**src/rtl/loop_step_sequencer.sv**
```systemverilog
// Looping step sequencer: circular pattern, tempo divider, step index and
// per-step gate timing that enables the tone oscillator.
module loop_step_sequencer #(
    parameter int unsigned             STEPS   = 16,
    parameter int unsigned             TEMPO_W = 24,
    parameter logic [STEPS-1:0]        PRESET  = STEPS'(16'h4444)
) (
    input  logic                       clk,
    input  logic                       rst,
    input  logic                       run,
    input  logic                       rewind,
    input  logic [TEMPO_W-1:0]         tempo_div,
    input  logic [TEMPO_W-1:0]         gate_len,
    input  logic                       set_btn,
    input  logic                       clear_btn,
    input  logic                       load,
    input  logic [STEPS-1:0]           pattern_in,
    output logic [STEPS-1:0]           pattern,
    output logic [$clog2(STEPS)-1:0]   step_idx,
    output logic                       step_tick,
    output logic                       gate
);

    localparam int unsigned IDX_W = $clog2(STEPS);

    typedef enum logic {
        IDLE = 1'b0,
        RUN  = 1'b1
    } state_t;

    state_t             state_q;
    state_t             state_d;
    logic [TEMPO_W-1:0] tick_cnt;
    logic [TEMPO_W-1:0] tick_cnt_d;
    logic [IDX_W-1:0]   step_idx_d;
    logic               step_tick_d;
    logic               gate_d;
    logic [STEPS-1:0]   pattern_d;

    // State and datapath registers, all cleared asynchronously
    always_ff @(posedge clk or negedge rst) begin
        if (!rst) begin
            state_q   <= IDLE;
            tick_cnt  <= '0;
            step_idx  <= '0;
            step_tick <= 1'b0;
            gate      <= 1'b0;
            pattern   <= PRESET;
        end else begin
            state_q   <= state_d;
            tick_cnt  <= tick_cnt_d;
            step_idx  <= step_idx_d;
            step_tick <= step_tick_d;
            gate      <= gate_d;
            pattern   <= pattern_d;
        end
    end

    // Next state, step timer, pattern edits and gate
    always_comb begin
        state_d     = state_q;
        tick_cnt_d  = tick_cnt;
        step_idx_d  = step_idx;
        step_tick_d = 1'b0;
        gate_d      = 1'b0;
        pattern_d   = pattern;

        unique case (state_q)
            IDLE:    if (run)  state_d = RUN;
            RUN:     if (!run) state_d = IDLE;
            default: state_d = IDLE;
        endcase

        // Rewind wins over a coincident step advance and emits no tick
        if (rewind) begin
            tick_cnt_d = '0;
            step_idx_d = '0;
        end else if (state_q == RUN) begin
            // >= so a tempo shortened mid-step ticks on the next cycle
            if (tick_cnt >= tempo_div) begin
                tick_cnt_d  = '0;
                step_idx_d  = step_idx + IDX_W'(1);
                step_tick_d = 1'b1;
            end else begin
                tick_cnt_d = tick_cnt + TEMPO_W'(1);
            end
        end

        // Edits target the current (pre-advance) step, also while paused
        if (load) begin
            pattern_d = pattern_in;
        end else if (clear_btn) begin
            pattern_d[step_idx] = 1'b0;
        end else if (set_btn) begin
            pattern_d[step_idx] = 1'b1;
        end

        gate_d = (state_q == RUN) && pattern[step_idx] && (tick_cnt < gate_len);
    end

endmodule
```
**config.mk**
```make
export PLATFORM = sky130hd
export DESIGN_NAME = loop_step_sequencer
export DESIGN_NICKNAME = d
export VERILOG_FILES = /design/src/rtl/loop_step_sequencer.sv
export SDC_FILE = /design/constraint.sdc
export NUM_CORES = 1
export LEC_CHECK = 0
export ABC_AREA = 1
export CAP_MARGIN = 25
export CORE_MARGIN = 2
export CORE_UTILIZATION = 30
export CTS_CLUSTER_DIAMETER = 30
export DETAILED_ROUTE_END_ITERATION = 8
export DONT_BUFFER_PORTS = 1
export SLEW_MARGIN = 25
export SYNTH_ARGS = -nofsm -noshare
export SYNTH_HDL_FRONTEND = slang
export SYNTH_SLANG_ARGS = --single-unit
```
**constraint.sdc**
```tcl
create_clock -name clk -period 2 [get_ports clk]
set_input_delay 0.5 -clock clk [delete_from_list [all_inputs] [get_ports clk]]
set_output_delay 0.5 -clock clk [all_outputs]
set_load 0.02 [all_outputs]
```
==> impl_metrics.env <==
export IMPL_ys_async_sr_fraction=1.00
export IMPL_cts_tree="done"
export IMPL_synth_area_leader_cell="dfrtp_1"
export IMPL_wire_per_inst_um=13.3
export IMPL_dp_cells=796
export IMPL_grt_pass1_wl_um=17600
export IMPL_ir_drop_v=0.000272
export IMPL_synth_commonest_cells="nand2_1 (146), inv_1 (90), a21oi_1 (60), ha_1 (52), nor2_1 (45)"
export IMPL_yosysTopAreaCellShare=0.260
export IMPL_ys_flop_type="dfrtp_1"
export IMPL_insertion_delay_ns=0.29
export IMPL_regArea_mm2=0.00118
export IMPL_crit_path_end_kind="register"
export IMPL_seq_area_frac_synth=0.285
export IMPL_grt_pass1_vias=3577
export IMPL_setup_viol=0
export IMPL_ioPinCount=93
export IMPL_cts_max_level=2
export IMPL_arrival_ns=2.08
export IMPL_setup_ws_ns=0.151
export IMPL_fillCellCount=1440
export IMPL_hold_viol=0
export IMPL_synth_edf_count=0
export IMPL_cap_viol_max_count=0
export IMPL_reg2reg_depth=11
export IMPL_place_gp_congestion=0.855
export IMPL_synth_cell_types=37
export IMPL_hold_path_class="input port to asynchronous set/reset pin"
export IMPL_path_class="register to register"
export IMPL_drv_slew=0
export IMPL_post_place_ws_ns=-0.0286
export IMPL_finalWirelength_um=10800
export IMPL_first_pass_iters=5
export IMPL_post_route_period_util=0.925
export IMPL_yosys_top_cells_area="dfrtp_1 (26%), ha_1 (16%), nand2_1 (13%), inv_1 (8.2%), a21oi_1 (7.2%)"
export IMPL_final_cells=808
export IMPL_die_h_um=122
export IMPL_p_leak_nw=2.63
export IMPL_rrSetupSlack_ns=0.15
export IMPL_vias_per_cell=4.76
export IMPL_syn_nets=720
export IMPL_diodes=0
export IMPL_syn_area_per_cell_um2=6.94
export IMPL_p_per_area_mw_per_mm2=468
export IMPL_ys_seq_elements=47
export IMPL_ant_nets=0
export IMPL_skew_ns=0.00398
export IMPL_slew_headroom=0.682
export IMPL_clkSlewWorstSetupHoldPaths_ns=0.06
export IMPL_antenna_found_initial=0
export IMPL_multi_input_area_mm2=0.00256
export IMPL_fmax_mhz=541
export IMPL_die_area_mm2=0.0148
export IMPL_port_buffer_count=0
export IMPL_drc=0
export IMPL_initial_core_util=0.310
export IMPL_grt_use_total=0.151
export IMPL_period_needed_ns=1.85
export IMPL_hpwl_um=8420
export IMPL_die_w_um=122
export IMPL_grt_max_degree=44
export IMPL_syn_inst=597
export IMPL_core_mm2=0.0133
export IMPL_layout_drive_gt1_share=0.119
export IMPL_yosysMostFrequentCell="nand2_1"
export IMPL_yosys_warnings=0
export IMPL_cts_root_buf="clkbuf_16"
export IMPL_finalNetCount=754
export IMPL_status="finished, final reports clean"
export IMPL_areaGrowthSynthToFinish_pct=15.5
export IMPL_overflow=0
export IMPL_r2r_start="tick_cnt[21]"
export IMPL_worst_pin_slew_ns=0.476
export IMPL_cp_start_kind="register"
export IMPL_power_w=0.00224
export IMPL_drt_first_iter_violations=210
export IMPL_num_vias=3843
export IMPL_cts_buffer_depth=2
export IMPL_cp_required_ns=2.23
export IMPL_r2r_end="tick_cnt[14]"
export IMPL_cp_max_fo=5
export IMPL_syn_area_mm2=0.00414
export IMPL_cts_inserted_buffers=5
export IMPL_rows=42
export IMPL_cts_num_sinks=47
==> critical path, cell delays in order, from the launching register on <==
cell and delay (ns):
dfrtp_1 0.42, ha_1 0.31, a21oi_1 0.15, nor2_1 0.05
nor2_1 0.10, nand2_1 0.12, a21oi_2 0.20, nand2_4 0.10
buf_4 0.17, nor2_1 0.09, nand2_1 0.05, nand2_1 0.05
==> cell families after synthesis <==
| logic type | after synthesis | synth area share |
|---|---|---|
| compound gates | 116 | 0.150 |
| xor+xnor | 9 | 0.0190 |
| fa+ha+maj | 52 | 0.157 |
| buf+inv | 108 | 0.101 |
| flops | 47 | 0.285 |
| mux | 4 | 0.00967 |
| simple gates | 261 | 0.278 |
==> worst max path at each step <==
stage / from / to / cells past startpoint
6_report: tick_cnt[21] / tick_cnt[14] / 11
3_3_place_gp: tempo_div[23] / step_idx[0] / 11
3_5_place_dp: tempo_div[23] / step_idx[3] / 11
5_1_grt: tick_cnt[21] / tick_cnt[14] / 11
4_1_cts: tick_cnt[23] / step_idx[3] / 10
2_1_floorplan: tempo_div[23] / tick_cnt[20] / 12
==> power by group <==
part	internal (W)	leakage [nW]	switching, W
combinational	0.000123	1.96	0.000178
clock	0.000466	0.0652	0.000362
sequential	0.00101	0.608	0.000103
total	0.00160	2.63	0.000643
==> through the flow <==
stage                     instance area, µm²   TNS, ns  hold slack (ns)  utilization
final                                   4780         0           0.0471        0.358
after global routing                    4780  -0.00533           0.0368        0.358
after CTS                               4740         0           0.0379        0.355
after detailed placement                4570    -0.129            0.206        0.343
after global placement                  4570   -0.0202            0.206        0.343
after floorplan                         4140         0            0.204            -
==> routing by layer <==
layer | vias to the layer above | global-route usage | share of wire
li1 | 2013 | - | -
met1 | 1721 | 0.207 | 0.48
met2 | 94 | 0.241 | 0.46
met3 | 15 | 0.0249 | 0.043
met4 | 0 | 0.0524 | 0.020
met5 | - | 0 | 0
==> cell usage in the layout (no fill, tap or decap), types with 5 or more instances in the layout <==
master	Yosys	final
ha_1	52	52
o21ai_0	33	33
xor2_1	6	6
inv_1	90	90
nand2_1	146	144
clkbuf_16	0	5
a21oi_1	60	60
nand3_1	29	28
nand3b_1	6	6
nor2_1	45	44
nor2_2	4	5
nand4_1	10	10
nor3_1	6	6
buf_4	2	39
dfrtp_1	43	42
==> area by class of cell <==
class,count,area share
Multi-Input combinational cell,442,0.535
Tap cell,176,0.0460
Sequential cell,47,0.247
Timing Repair Buffer,41,0.0693
Clock buffer,8,0.0285
Inverter,94,0.0743
==> timing repair <==
action / CTS / global route
setup endpoints to repair: 0 / 27
hold endpoints to repair: 43 / 0
gates resized for setup: 0 / 9
buffers inserted: 0 / 3
hold buffers: 1 / 0
Note: power is estimated with default switching activity, not from simulation.
